`src/rtl/nav_cmd_pkg.sv`:
```
// nav_cmd_pkg
// Shared types and constants for the navigation command sequencer:
//   cmd_e      - motor command encoding (STOP, FWD, LEFT, RIGHT)
//   state_e    - sequencer FSM states
//   FRAME_LEN  - bytes per JSON frame, including the trailing newline
//   FRAME_TABLE- constant frame text, one 24-byte frame per command
//   arbitrate  - fixed-priority pick among simultaneous request lines
package nav_cmd_pkg;

  typedef enum logic [1:0] {
    CMD_STOP  = 2'd0,
    CMD_FWD   = 2'd1,
    CMD_LEFT  = 2'd2,
    CMD_RIGHT = 2'd3
  } cmd_e;

  typedef enum logic {
    ST_IDLE = 1'b0,
    ST_SEND = 1'b1
  } state_e;

  localparam int unsigned FRAME_LEN = 24;
  localparam logic [4:0]  LAST_IDX  = 5'(FRAME_LEN - 1);

  // Ascending byte range so element 0 is the first character of the literal.
  typedef logic [0:FRAME_LEN-1][7:0] frame_t;

  localparam frame_t FRAME_STOP  = "{\"T\":1,\"L\":0.0,\"R\":0.0}\n";
  localparam frame_t FRAME_FWD   = "{\"T\":1,\"L\":0.5,\"R\":0.5}\n";
  localparam frame_t FRAME_LEFT  = "{\"T\":1,\"L\":0.0,\"R\":0.5}\n";
  localparam frame_t FRAME_RIGHT = "{\"T\":1,\"L\":0.5,\"R\":0.0}\n";

  // Indexed by cmd_e: leftmost concatenation element lands at index 3.
  localparam frame_t [3:0] FRAME_TABLE = {FRAME_RIGHT, FRAME_LEFT, FRAME_FWD, FRAME_STOP};

  // STOP wins over everything so a safety stop is never masked by motion.
  function automatic cmd_e arbitrate(input logic [3:0] req);
    if (req[0]) return CMD_STOP;
    if (req[2]) return CMD_LEFT;
    if (req[3]) return CMD_RIGHT;
    return CMD_FWD;
  endfunction

endpackage

```
`src/rtl/json_cmd_rom.sv`:
```
// json_cmd_rom
// Combinational frame lookup.
//   cmd  in  cmd_e : which frame
//   idx  in  5     : byte position within the frame
//   data out 8     : frame byte (0x00 for positions past the frame end)
module json_cmd_rom
  import nav_cmd_pkg::*;
(
  input  cmd_e       cmd,
  input  logic [4:0] idx,
  output logic [7:0] data
);

  frame_t frame;

  always_comb begin
    frame = FRAME_TABLE[cmd];
    data  = 8'h00;
    if (idx < 5'(FRAME_LEN)) data = frame[idx];
  end

endmodule

```
`src/rtl/nav_cmd_sequencer.sv`:
```
// nav_cmd_sequencer
// Arbitrates motor-command requests and streams the selected JSON frame
// onto the uart_tx byte handshake, re-sending the last command as a
// keep-alive after REPEAT_CYCLES idle cycles (0 disables keep-alive).
//   clk, rst_n  : clock, asynchronous active-low reset
//   enable      : allows new frames to start; a running frame always completes
//   cmd_req[3:0]: request lines indexed by cmd_e
//   tx_byte/tx_valid/tx_ready : byte stream towards uart_tx
//   busy        : high while a frame is being sent
//   frame_done  : one-cycle pulse after the last byte is accepted
//   cur_cmd     : command of the current or most recent frame
module nav_cmd_sequencer
  import nav_cmd_pkg::*;
#(
  parameter int unsigned REPEAT_CYCLES = 5_000_000
) (
  input  logic       clk,
  input  logic       rst_n,
  input  logic       enable,
  input  logic [3:0] cmd_req,
  output logic [7:0] tx_byte,
  output logic       tx_valid,
  input  logic       tx_ready,
  output logic       busy,
  output logic       frame_done,
  output logic [1:0] cur_cmd
);

  localparam bit          REP_EN  = (REPEAT_CYCLES != 0);
  localparam int          CNT_W   = (REPEAT_CYCLES > 1) ? $clog2(REPEAT_CYCLES) : 1;
  localparam logic [CNT_W-1:0] REP_MAX = CNT_W'(REP_EN ? REPEAT_CYCLES - 1 : 0);

  state_e           state;
  logic [4:0]       idx;
  cmd_e             frame_cmd;
  cmd_e             last_cmd;
  logic             last_valid;
  logic             pend_valid;
  cmd_e             pend_cmd;
  logic [CNT_W-1:0] rep_cnt;

  logic       req_any;
  cmd_e       req_cmd;
  logic       accept;
  logic       last_byte;
  logic       start_pend;
  logic       start_req;
  logic       start_rep;
  logic       start;
  cmd_e       start_cmd;
  cmd_e       rom_cmd;
  logic [4:0] rom_idx;
  logic [7:0] rom_byte;

  assign req_any   = |cmd_req;
  assign req_cmd   = arbitrate(cmd_req);
  assign accept    = tx_valid && tx_ready;
  assign last_byte = accept && (idx == LAST_IDX);

  // A pending command is served first; with an empty slot a fresh request
  // bypasses the slot so it reaches the wire on the next cycle.
  assign start_pend = (state == ST_IDLE) && enable && pend_valid;
  assign start_req  = (state == ST_IDLE) && enable && !pend_valid && req_any;
  assign start_rep  = (state == ST_IDLE) && enable && !pend_valid && !req_any &&
                      REP_EN && last_valid && (rep_cnt == REP_MAX);
  assign start      = start_pend || start_req || start_rep;

  always_comb begin
    start_cmd = last_cmd;
    if (start_pend)     start_cmd = pend_cmd;
    else if (start_req) start_cmd = req_cmd;
  end

  // The ROM is addressed with the byte that will be presented next cycle.
  assign rom_cmd = (state == ST_IDLE) ? start_cmd : frame_cmd;
  assign rom_idx = (state == ST_IDLE) ? 5'd0 : idx + 5'd1;

  json_cmd_rom u_rom (
    .cmd  (rom_cmd),
    .idx  (rom_idx),
    .data (rom_byte)
  );

  // Pending slot: a request landing in the cycle the slot is consumed is
  // captured, and a held STOP can only be displaced by another STOP.
  always_ff @(posedge clk or negedge rst_n) begin
    if (!rst_n) begin
      pend_valid <= 1'b0;
      pend_cmd   <= CMD_STOP;
    end else if (req_any && !start_req &&
                 (!pend_valid || start_pend || pend_cmd != CMD_STOP || req_cmd == CMD_STOP)) begin
      pend_valid <= 1'b1;
      pend_cmd   <= req_cmd;
    end else if (start_pend) begin
      pend_valid <= 1'b0;
    end
  end

  // Keep-alive counter: saturates at REP_MAX and only advances while idle.
  always_ff @(posedge clk or negedge rst_n) begin
    if (!rst_n) begin
      rep_cnt <= '0;
    end else if (last_byte || req_any || !enable) begin
      rep_cnt <= '0;
    end else if (state == ST_IDLE && rep_cnt != REP_MAX) begin
      rep_cnt <= rep_cnt + 1'b1;
    end
  end

  always_ff @(posedge clk or negedge rst_n) begin
    if (!rst_n) begin
      state      <= ST_IDLE;
      idx        <= 5'd0;
      tx_byte    <= 8'h00;
      tx_valid   <= 1'b0;
      busy       <= 1'b0;
      frame_done <= 1'b0;
      frame_cmd  <= CMD_STOP;
      last_cmd   <= CMD_STOP;
      last_valid <= 1'b0;
    end else begin
      frame_done <= 1'b0;
      case (state)
        ST_IDLE: begin
          if (start) begin
            state     <= ST_SEND;
            idx       <= 5'd0;
            frame_cmd <= start_cmd;
            tx_byte   <= rom_byte;
            tx_valid  <= 1'b1;
            busy      <= 1'b1;
          end
        end
        ST_SEND: begin
          if (accept) begin
            if (idx == LAST_IDX) begin
              state      <= ST_IDLE;
              idx        <= 5'd0;
              tx_byte    <= 8'h00;
              tx_valid   <= 1'b0;
              busy       <= 1'b0;
              frame_done <= 1'b1;
              last_cmd   <= frame_cmd;
              last_valid <= 1'b1;
            end else begin
              idx     <= idx + 5'd1;
              tx_byte <= rom_byte;
            end
          end
        end
        default: state <= ST_IDLE;
      endcase
    end
  end

  assign cur_cmd = frame_cmd;

endmodule

```
`config.mk`:
```
export PLATFORM = sky130hd
export DESIGN_NAME = nav_cmd_sequencer
export DESIGN_NICKNAME = d
export VERILOG_FILES = /design/src/rtl/nav_cmd_pkg.sv /design/src/rtl/json_cmd_rom.sv /design/src/rtl/nav_cmd_sequencer.sv
export SDC_FILE = /design/constraint.sdc
export NUM_CORES = 1
export LEC_CHECK = 0
export CAP_MARGIN = 10
export CORE_MARGIN = 3
export CORE_UTILIZATION = 50
export DETAILED_ROUTE_END_ITERATION = 6
export PLACE_DENSITY = 0.7
export SYNTH_ARGS = -nofsm -noshare
export SYNTH_HDL_FRONTEND = slang
export SYNTH_HIERARCHICAL = 1
export SYNTH_SLANG_ARGS = --single-unit
```
`constraint.sdc`:
```
create_clock -name clk -period 3.4 [get_ports clk]
set_input_delay 0.68 -clock clk [delete_from_list [all_inputs] [get_ports clk]]
set_output_delay 0.68 -clock clk [all_outputs]
set_load 0.05 [all_outputs]
```
==> flow_metrics.env <==
export IMPL_async_flop_share_pct=100
export IMPL_nNetsFinal=362
export IMPL_tritoncts="done"
export IMPL_die_w_um=83.4
export IMPL_whs_ns=0.513
export IMPL_drc=0
export IMPL_cts_hold_buf=0
export IMPL_r2r_cells=9
export IMPL_post_drt_wl_per_cell_um=15.4
export IMPL_start_util_pct=53.0
export IMPL_synth_area_per_cell_um2=9.09
export IMPL_place_ws_ns=0.296
export IMPL_cts_root_buf="clkbuf_8"
export IMPL_cp_max_fo=5
export IMPL_max_cap_violations=0
export IMPL_p_switching_uw=968
export IMPL_setup_viol=0
export IMPL_max_freq_mhz=355
export IMPL_syn_to_final_growth_pct=10.4
export IMPL_syn_area_mm2=0.00299
export IMPL_drt_iter0_drc=99
export IMPL_p_comb_share_pct=52.3
export IMPL_grt_pass1_vias=2411
export IMPL_totalWireLength_um=6430
export IMPL_yosysSeqAreaShare_pct=39.3
export IMPL_antenna_found_initial=0
export IMPL_setup_worst_path_end="tx_byte[2]$_DFFE_PN0P_"
export IMPL_gp_congestion=0.871
export IMPL_p_seq_share_pct=31.5
export IMPL_fin_cells=418
export IMPL_drive_gt1_share_pct=8.09
export IMPL_yosys_area_top_type="dfrtp_1"
export IMPL_dr_total_vias=2449
export IMPL_track_usage_pct=19.5
export IMPL_final_util_pct=58.5
export IMPL_die_area_mm2=0.00695
export IMPL_clkLatencyLatePin_ns=0.30
export IMPL_cp_arrival_ns=2.98
export IMPL_fin_setup_tns_ns=0
export IMPL_finalHoldViolCount=0
export IMPL_cts_resized_gates=0
export IMPL_p_leak_uw=0.00141
export IMPL_pwr_share_clk_pct=16.3
export IMPL_synth_most_common_cell="dfrtp_1"
export IMPL_hold_start="last_cmd[0]$_DFFE_PN0P_"
export IMPL_clockBufferDepth=2
export IMPL_cts_buffers_inserted=5
export IMPL_r2r_end="tx_byte[2]$_DFFE_PN0P_"
export IMPL_grt_max_degree=48
export IMPL_die_h_um=83.4
export IMPL_setup_slack_ns=0.585
export IMPL_postSynth_topFlopCell="dfrtp_1"
export IMPL_syn_num_nets=346
export IMPL_ys_ff_latch=47
export IMPL_status="finished, final reports clean"
export IMPL_slew_headroom_pct=29.6
export IMPL_cp_end_kind="flop"
export IMPL_rsz0062_at_grt="no"
export IMPL_dp_hpwl_um=4650
export IMPL_rows=27
export IMPL_start_kind="primary input"
export IMPL_nFillCells=476
export IMPL_worst_pin_slew_ns=1.06
export IMPL_ant_nets=0
export IMPL_yosys_top_cells_area="dfrtp_1, nand2_1, mux2i_1, ha_1, nor2_1"
export IMPL_synth_commonest_cells="dfrtp_1, nand2_1, nor2_1"
export IMPL_rr_startpoint="state$_DFF_PN0_"
export IMPL_timing_final_crit_period_ns=2.81
export IMPL_io_buffers=20
export IMPL_clock_sinks=47
export IMPL_cp_required_ns=3.57
export IMPL_detailedRoute_firstPassIterationCount=5
export IMPL_hold_path_class="reg2reg"
export IMPL_synth_distinct_cells=58
export IMPL_power_internal_uw=1320
export IMPL_p_sw_share_pct=42.2
export IMPL_antenna_cells=0
export IMPL_layout_worst_path_cycle_share_pct=82.8
export IMPL_viasPerCell=5.86
export IMPL_cts_max_level=2
export IMPL_yosysWarnings=6
export IMPL_clock_skew_ns=0.0125
export IMPL_grt_pass1_wl_um=11400
export IMPL_clkTransAtPathRegs_ns=0.08
export IMPL_setup_worst_path_class="in2reg"
export IMPL_synth_top_cell_area_share_pct=39.3
export IMPL_setup_worst_path_start="cmd_req[0]"
export IMPL_io_pins=21
export IMPL_cts_setup_buffers=0
export IMPL_p_per_area_mw_per_mm2=694
export IMPL_synthCells=329
export IMPL_ir_worst_vdd_mv=0.514
export IMPL_r2r_setup_slack_ns=0.88
export IMPL_placed_cells=410
export IMPL_slew_viol_final=0
export IMPL_core_mm2=0.00564
export IMPL_synth_edf_count=0
export IMPL_grt_overflow_total=0
power groups by stage:
stage | Clock (uW) | Combinational (uW) | Sequential [uW]
after CTS | 382 | 1210 | 722
after detailed placement | 0 | 1200 | 733
after global routing | 407 | 1330 | 736
after global placement | 0 | 1180 | 728
after floorplan | 0 | 851 | 863
final | 373 | 1200 | 721
layout by cell type (no fill, tap or decap), types with 3 or more instances in the layout:
master           netlist  final
xnor2_1               11     11
clkdlybuf4s50_1        0     19
inv_1                 17     17
and2_1                 3      3
dfrtp_1               47     47
a211oi_1               5      5
o211ai_1               4      4
nor2_1                29     29
or3_1                  3      3
xor2_1                 8      8
o21ai_0               13     13
buf_4                  3      3
nand2_1               38     38
nand2b_1               9      9
and3_1                 3      3
mux2i_1               12     12
nor3_1                 6      6
nand3_1               17     17
nand4_1                7      7
and4_1                 5      5
nor2b_1                7      7
a21oi_1               10     10
nor4b_1                5      5
mux2_2                 9      9
clkbuf_8               0      7
ha_1                   9      9
o21ai_1                4      4
cell families after synthesis:
| logic type | share of synthesized area (%) |
|---|---|
| other cells | 0.125 |
| simple gates | 26.1 |
| xor+xnor | 5.56 |
| flops | 39.3 |
| buf+inv | 5.39 |
| compound gates | 12.3 |
| fa+ha+maj | 3.76 |
| mux | 7.40 |
metrics by stage:
step / instance area (um2) / power (uW)
after floorplan: 2990 / 1710
after global placement: 3200 / 1900
after detailed placement: 3200 / 1930
after CTS: 3300 / 2310
after global routing: 3300 / 2480
final: 3300 / 2290
final cells by class:
type / instances / area, um2 / area share (%)
Clock buffer: 8 / 100 / 3.03
Inverter: 17 / 63.8 / 1.93
Multi-Input combinational cell: 251 / 1650 / 50.1
Sequential cell: 47 / 1180 / 35.6
Tap cell: 72 / 90.1 / 2.73
Timing Repair Buffer: 23 / 218 / 6.59
registers in the layout (all words and copies together), names as in the netlist:
signal	flops
pend_cmd	2
rep_cnt	23
busy	1
last_valid	1
cur_cmd	2
idx	5
frame_done	1
last_cmd	2
pend_valid	1
state	1
tx_byte	8
how the worst min path moves through the flow:
stage / end / slack [ns] / cells past startpoint
detailed placement: last_cmd[0]$_DFFE_PN0P_ / 0.50 / 2
finish: last_cmd[0]$_DFFE_PN0P_ / 0.51 / 2
global route: last_cmd[0]$_DFFE_PN0P_ / 0.55 / 2
global placement: last_cmd[0]$_DFFE_PN0P_ / 0.49 / 2
floorplan: busy$_DFFE_PN0P_ / 0.38 / 0
CTS: last_cmd[0]$_DFFE_PN0P_ / 0.52 / 2
per-layer routing:
layer,vias up,share of wire [%],track usage (%)
li1,1198,-,-
met1,1180,44,24.7
met2,57,50,34.1
met3,14,3.5,3.37
met4,0,1.8,5.20
met5,-,0,0
critical path, stage by stage:
cell and delay [ns]:
clkdlybuf4s50_1 0.48, nor4_2 0.45, a21oi_1 0.20, o22ai_1 0.23, o21ai_0 0.15, xnor2_1 0.22
o21ai_0 0.09, a221o_1 0.35, nand2_1 0.06, mux2i_1 0.07
Note: power is estimated with default switching activity, not from simulation.
